`src/rtl/illum_uart_reporter_pkg.sv`:
```
// Shared constants and types for the illumination UART reporter.
package illum_uart_reporter_pkg;

    // Number of bytes in one report line: flag, two hex digits, CR, LF.
    localparam int FRAME_BYTES = 5;

    localparam logic [7:0] FLAG_SET       = 8'h21;
    localparam logic [7:0] FLAG_CLR       = 8'h2E;
    localparam logic [7:0] CR             = 8'h0D;
    localparam logic [7:0] LF             = 8'h0A;
    localparam logic [7:0] HEX_DIGIT_BASE = 8'h30;
    localparam logic [7:0] HEX_ALPHA_BASE = 8'h41;

    typedef enum logic [1:0] {
        IDLE,
        START,
        DATA,
        STOP
    } tx_state_t;

    // Uppercase ASCII hex character for one nibble.
    function automatic logic [7:0] hex_ascii(input logic [3:0] nibble);
        if (nibble < 4'd10) begin
            return HEX_DIGIT_BASE + {4'h0, nibble};
        end
        return HEX_ALPHA_BASE + {4'h0, nibble} - 8'd10;
    endfunction

endpackage

```
`src/rtl/illum_uart_reporter_tx_byte.sv`:
```
// 8N1 bit-timing engine: sends one byte per start request, LSB first.
// The data input is read live while bits are shifted out, so the caller
// must hold it stable for the whole byte. Asserting start in the final
// stop-bit cycle (when ready is high) chains the next byte with no idle gap.
module uart_tx_byte
    import illum_uart_reporter_pkg::*;
#(
    parameter int CLKS_PER_BIT = 868
) (
    input  logic       clk,
    input  logic       rst_n,
    input  logic       start,
    input  logic [7:0] data,
    output logic       TX,
    output logic       ready
);

    localparam int CW = (CLKS_PER_BIT > 1) ? $clog2(CLKS_PER_BIT) : 1;

    tx_state_t      state, state_next;
    logic [CW-1:0]  clk_cnt, clk_cnt_next;
    logic [2:0]     bit_idx, bit_idx_next;
    logic           tx_next;
    logic           bit_end;

    assign bit_end = (clk_cnt == CW'(CLKS_PER_BIT - 1));
    assign ready   = (state == IDLE) || ((state == STOP) && bit_end);

    // State, bit timer, bit index and the registered TX line.
    always_ff @(posedge clk or negedge rst_n) begin
        if (!rst_n) begin
            state   <= IDLE;
            clk_cnt <= '0;
            bit_idx <= '0;
            TX      <= 1'b1;
        end else begin
            state   <= state_next;
            clk_cnt <= clk_cnt_next;
            bit_idx <= bit_idx_next;
            TX      <= tx_next;
        end
    end

    // Next-state logic; TX for the coming cycle is decided at each bit boundary.
    always_comb begin
        state_next   = state;
        clk_cnt_next = bit_end ? '0 : clk_cnt + CW'(1);
        bit_idx_next = bit_idx;
        tx_next      = TX;
        case (state)
            IDLE: begin
                clk_cnt_next = '0;
                tx_next      = 1'b1;
                if (start) begin
                    state_next = START;
                    tx_next    = 1'b0;
                end
            end
            START: begin
                if (bit_end) begin
                    state_next   = DATA;
                    bit_idx_next = 3'd0;
                    tx_next      = data[0];
                end
            end
            DATA: begin
                if (bit_end) begin
                    if (bit_idx == 3'd7) begin
                        state_next = STOP;
                        tx_next    = 1'b1;
                    end else begin
                        bit_idx_next = bit_idx + 3'd1;
                        tx_next      = data[bit_idx + 3'd1];
                    end
                end
            end
            STOP: begin
                if (bit_end) begin
                    if (start) begin
                        state_next = START;
                        tx_next    = 1'b0;
                    end else begin
                        state_next = IDLE;
                        tx_next    = 1'b1;
                    end
                end
            end
            default: begin
                state_next = IDLE;
                tx_next    = 1'b1;
            end
        endcase
    end

endmodule

```
`src/rtl/illum_uart_reporter.sv`:
```
// Periodic illumination/alarm reporter: snapshots the light level and a
// sticky motion flag on each report tick and sends "<flag><HH>\r\n" over UART.
module illum_uart_reporter
    import illum_uart_reporter_pkg::*;
#(
    parameter int CLK_HZ        = 100000000,
    parameter int BAUD          = 115200,
    parameter int REPORT_CYCLES = 10000000
) (
    input  logic       clk,
    input  logic       rst_n,
    input  logic       enable,
    input  logic [7:0] illum,
    input  logic       alarm,
    output logic       TX,
    output logic       busy,
    output logic       overrun
);

    localparam int         CLKS_PER_BIT = CLK_HZ / BAUD;
    localparam int         CNT_W        = $clog2(REPORT_CYCLES);
    localparam logic [2:0] LAST_BYTE    = 3'(FRAME_BYTES - 1);

    logic [CNT_W-1:0] tick_cnt;
    logic             tick;
    logic             capture;
    logic             sticky;
    logic [7:0]       cap_illum;
    logic             cap_flag;
    logic [2:0]       byte_idx;
    logic             tx_start;
    logic             tx_ready;
    logic [7:0]       tx_data;

    assign tick     = enable && (tick_cnt == CNT_W'(REPORT_CYCLES - 1));
    assign capture  = tick && !busy;
    assign overrun  = tick && busy;
    assign tx_start = capture || (busy && tx_ready && (byte_idx != LAST_BYTE));

    // Report period counter; disabling reporting parks it at zero.
    always_ff @(posedge clk or negedge rst_n) begin
        if (!rst_n) begin
            tick_cnt <= '0;
        end else if (!enable || tick) begin
            tick_cnt <= '0;
        end else begin
            tick_cnt <= tick_cnt + CNT_W'(1);
        end
    end

    // Sticky alarm: cleared only by an accepted capture, never by a dropped tick.
    always_ff @(posedge clk or negedge rst_n) begin
        if (!rst_n) begin
            sticky <= 1'b0;
        end else if (capture) begin
            sticky <= 1'b0;
        end else if (alarm) begin
            sticky <= 1'b1;
        end
    end

    // Snapshot of the values that the frame in flight reports.
    always_ff @(posedge clk or negedge rst_n) begin
        if (!rst_n) begin
            cap_illum <= 8'h00;
            cap_flag  <= 1'b0;
        end else if (capture) begin
            cap_illum <= illum;
            cap_flag  <= sticky | alarm;
        end
    end

    // Frame sequencing: byte index advances at the end of each stop bit.
    always_ff @(posedge clk or negedge rst_n) begin
        if (!rst_n) begin
            busy     <= 1'b0;
            byte_idx <= 3'd0;
        end else if (capture) begin
            busy     <= 1'b1;
            byte_idx <= 3'd0;
        end else if (busy && tx_ready) begin
            if (byte_idx == LAST_BYTE) begin
                busy <= 1'b0;
            end else begin
                byte_idx <= byte_idx + 3'd1;
            end
        end
    end

    // Byte selection for the current position in the line.
    always_comb begin
        tx_data = LF;
        case (byte_idx)
            3'd0:    tx_data = cap_flag ? FLAG_SET : FLAG_CLR;
            3'd1:    tx_data = hex_ascii(cap_illum[7:4]);
            3'd2:    tx_data = hex_ascii(cap_illum[3:0]);
            3'd3:    tx_data = CR;
            default: tx_data = LF;
        endcase
    end

    uart_tx_byte #(
        .CLKS_PER_BIT(CLKS_PER_BIT)
    ) u_tx (
        .clk   (clk),
        .rst_n (rst_n),
        .start (tx_start),
        .data  (tx_data),
        .TX    (TX),
        .ready (tx_ready)
    );

endmodule

```
`config.mk`:
```
export PLATFORM = sky130hd
export DESIGN_NAME = illum_uart_reporter
export DESIGN_NICKNAME = d
export VERILOG_FILES = /design/src/rtl/illum_uart_reporter_pkg.sv /design/src/rtl/illum_uart_reporter_tx_byte.sv /design/src/rtl/illum_uart_reporter.sv
export SDC_FILE = /design/constraint.sdc
export NUM_CORES = 1
export LEC_CHECK = 0
export BUFFER_PORTS_ARGS = -buffer_cell sky130_fd_sc_hd__buf_4
export CAP_MARGIN = 20
export CORE_ASPECT_RATIO = 1.5
export CORE_UTILIZATION = 61
export CTS_CLUSTER_DIAMETER = 150
export CTS_CLUSTER_SIZE = 25
export DETAILED_ROUTE_END_ITERATION = 8
export PLACE_DENSITY = 0.76
export SYNTH_ARGS = -nofsm -noshare
export SYNTH_HDL_FRONTEND = slang
export SYNTH_SLANG_ARGS = --single-unit
```
`constraint.sdc`:
```
create_clock -name clk -period 2.6 [get_ports clk]
set_clock_uncertainty 0.1 [all_clocks]
set_input_delay 0.52 -clock clk [delete_from_list [all_inputs] [get_ports clk]]
set_output_delay 0.52 -clock clk [all_outputs]
set_load 0.03 [all_outputs]
```
# After elaboration in Yosys (flattened, before gate mapping)
# Cells that the tools add are included.
# totals
reg_bits	54
input_bits	12
output_inout_bits	3
elab_cells	104
# op_classes
add_sub_neg	10
order_cmp	3
n_eq_ne	18
muxes	40
n_bitwise	1
reduce_logical	22
# op_table
operator	count
2-to-1 mux 8 bit	4
case mux 8 bit (4 select lines)	1
adder 24 x 1 -> 24 bit, second input constant	1
equality test 24 bit, second input constant	1
2-to-1 mux 24 bit	1
2-to-1 mux 10 bit	2
2-to-1 mux 3 bit	6
adder 7 x 4 -> 8 bit, first input constant	2
2-to-1 mux 1 bit	16
subtractor 8 x 4 -> 8 bit, second input constant	2
adder 6 x 4 -> 7 bit, first input constant	2
adder 10 x 1 -> 10 bit, second input constant	1
equality test 10 bit, second input constant	1
2-to-1 mux 2 bit	5
less-than comparator 4 bit, second input constant	2
inequality test 2 x 1 -> 1 bit, second input constant	4
case mux 2 bit (4 select lines)	1
nonzero test 2 bit	4
adder 3 x 1 -> 3 bit, second input constant	2
equality test 3 x 2 -> 1 bit, second input constant	2
equality test 3 bit, second input constant	2
logical AND 1 bit	6
inequality test 2 bit, second input constant	3
case mux 3 bit (2 select lines)	1
other kinds (17)	22

# Longest topological paths before layout
# depth
depth_word	10
ltp_mapped	9
ltp_nobuf	8

# Hierarchy
# From an unflattened synthesis, not the netlist that was laid out.
# hier_totals
hier_cells	338
hier_area_um2	3206.8
# modules_own_cells
module	instances	cells_each	area_each_um2	seq_area_each_um2
illum_uart_reporter	1	244	2213.4	950.9
uart_tx_byte	1	94	993.5	401.6

# Worst setup path after synthesis
# OpenSTA, ideal clock, no wires.
# synth_timing
path_kind	register to output
startpoint	register tick_cnt[0]
endpoint	output port overrun
arrival_ps	1618
required_ps	1980
slack_ps	362
stages_incl_launch_ff	5
n_path_buf	0
path_cell_list	dfrtp_1 -> ha_1 -> and2_1 -> nand4_1 -> nor3_1
# synth_via
elab_chain_len	3
# synth_lines
element	line	text
from (decl)	illum_uart_reporter.sv:24	logic [CNT_W-1:0] tick_cnt;
from (signal assigned)	illum_uart_reporter.sv:47	tick_cnt <= tick_cnt + CNT_W'(1);
equality test 24 bit	illum_uart_reporter.sv:35	assign tick = enable && (tick_cnt == CNT_W'(REPORT_CYCLES - 1));
logical AND 1 bit	illum_uart_reporter.sv:35	
logical AND 1 bit	illum_uart_reporter.sv:37	assign overrun = tick && busy;
to (decl)	illum_uart_reporter.sv:17	output logic overrun
# No other way between the ends.

# Worst setup path in the final report
# Same ends and word-level chain as after synthesis.

==> metrics.txt <==
synth top area cells=dfrtp_1 (43%), ha_1 (6.5%), xor2_1 (5.7%); # resized after CTS=0; clk_lat worst skew=0.30 ns; via total after detailed routing=2425; H-tree levels=2; Synth top area share=0.4298; relative slew slack=0.5661; Unique masters post-synth=53; Seq cells post-synth=54; Setup TNS=0 ns; Post-CTS Hold Buffers=0; gr ovfl total=0; Tmin final=2.396 ns; io pins=15; Die H=89.11 um; global-route wire length before repair=9735 um; EDFF count, synth=0; Post-route DRC=0; Critical Path AT=1.78 ns; WS Path Type=flip-flop to output pin; largest net degree at the start of global routing=55; postcts setup bufs=0; syn avg cell area=9.350 um^2; number of global-route vias before repair=2266; ANT nets after route=0; core region area=4848 um^2; Synth warnings=0; worst hold path type=input port to async pin; reg-to-reg slack, setup=0.30 ns; die width=60.07 um; Inst Count DP=405; nets=374; Final HPWL DP=4311 um; top post-synthesis cells by count=dfrtp_1 (53), nor2_1 (40), nand2_1 (29); Post-Place Setup Slack=0.3440 ns; Max Clock Freq=0.4174 GHz; Required @ worst endpoint=1.98 ns; Final Hold Viols=0; Port Buffer Count=14; DRT iter0 DRCs=99; diode count=0; number of placement rows=31; CTS tree=yes; clock buffer count from CTS=5; Finished Core Util=0.6916; reg2reg start=byte_idx[1]$_DFFE_PN0P_; Routed wire per std cell=14.12 um; Post-Layout Cell Count=413; synthesized netlist cell count=330; initial antenna violation count=0; layout filler cell count=386; outcome=finished clean; Placer Congestion=0.8587; post-synth net total=358; CP Launch Type=flip-flop; setup ws final=0.2043 ns; Longest Clk Path Bufs=2; area leader, netlist=dfrtp_1; clk sinks=54; via-per-instance ratio=5.872; Max Fanout on Critical Path=5; R2R depth=8; Worst Tran Pin Value=0.6508 ns; Leak=1.488 nW; CTS root buffer=clkbuf_8; Crit. End Element=output pin; share of layout cells above drive strength 1=0.1037; Total GRT Usage=0.2427; asr flop ratio synth=1.000; Max Cap Violations=0; max-slew violations=0; Routed WL=5831 um; final setup fails=0; pwr/cell area=406.5 nW/um^2; Initial Utilization=0.6364; clk slew on worst S/H paths=0.10 ns; most common cell in the netlist=dfrtp_1; sequential area share after synthesis=0.4384; crit share post-route=0.9214; VDD IR max=330.2 uV; Layout Area Growth over Synthesis=8.678%; mapped cell area=3085 um^2; reg-to-reg endpoint=u_tx.TX$_DFFE_PN1P_; drt first pass iters=4; die footprint=5353 um^2; RSZ-0062 raised after global routing=no; Most used DFF post-synth=dfrtp_1; total power=0.001363 W
sequential cells by signal, summed over array words and instances (netlist names):
name,flops
u_tx.bit_idx,3
u_tx.clk_cnt,10
cap_illum,8
cap_flag,1
busy,1
sticky,1
byte_idx,3
tick_cnt,24
u_tx.state,2
u_tx.TX,1
worst max-delay path by stage:
stage / from / slack (ns) / to / cells after the start
2_1_floorplan: tick_cnt[0]$_DFF_PN0_ / 0.36 / overrun / 4
3_3_place_gp: byte_idx[1]$_DFFE_PN0P_ / 0.42 / u_tx.TX$_DFFE_PN1P_ / 8
3_5_place_dp: byte_idx[1]$_DFFE_PN0P_ / 0.34 / u_tx.TX$_DFFE_PN1P_ / 8
4_1_cts: tick_cnt[0]$_DFF_PN0_ / 0.20 / overrun / 5
5_1_grt: tick_cnt[0]$_DFF_PN0_ / 0.1 / overrun / 5
6_report: tick_cnt[0]$_DFF_PN0_ / 0.20 / overrun / 5
per-stage QoR:
step / hold slack (ns) / instance area [um^2]
3_5_place_dp: 0.3672 / 3261
5_1_grt: 0.1976 / 3353
6_report: 0.1337 / 3353
2_1_floorplan: 0.1244 / 3085
3_3_place_gp: 0.3583 / 3261
4_1_cts: 0.1564 / 3353
where the power goes:
part           internal [W]  switching, W
Combinational     0.0000164     0.0000265
Clock              0.000193      0.000280
Sequential         0.000843    0.00000415
Total               0.00105      0.000310
layout by cell type (no fill, tap or decap), drive strengths merged, types with 8 or more instances in the layout:
master	n
dfrtp	53
nor2	40
nand2	29
xor2	20
o21ai	20
inv	18
buf	17
nand3	16
ha	16
a21oi	9
nor3	8
cell type report:
| type | count | area [um^2] | area share |
|---|---|---|---|
| repair buffers | 17 | 127.6 | 0.03806 |
| clock buffers | 5 | 68.82 | 0.02052 |
| inverters | 17 | 63.81 | 0.01903 |
| clock inverters | 3 | 23.77 | 0.007090 |
| well taps | 66 | 82.58 | 0.02463 |
| multi-input cells | 251 | 1634 | 0.4873 |
| flip-flops and latches | 54 | 1353 | 0.4034 |
cell families after synthesis:
family                     Yosys count  synth area share
and+or+nand+nor                    143            0.2441
AOI/OAI and AO/OA                   62            0.1334
DFF                                 54            0.4384
xor gates and xnor gates            27           0.07664
buffers and inverters               25           0.03203
adders and majority gates           16           0.06488
muxes                                3           0.01054
critical path, stage by stage (launching register included):
cell	delay, ns
dfrtp_1	0.41
ha_1	0.24
and2_1	0.20
nand4_1	0.16
nor3_1	0.26
buf_4	0.20
routing by layer:
layer | vias up | wire [um] | GRT usage
li1 | 1201 | - | -
met3 | 12 | 101 | 0.02894
met2 | 35 | 3039 | 0.4343
met4 | 0 | 149 | 0.1099
met5 | - | 0 | 0
met1 | 1177 | 2540 | 0.2848
Note: power is estimated with default switching activity, not from simulation.
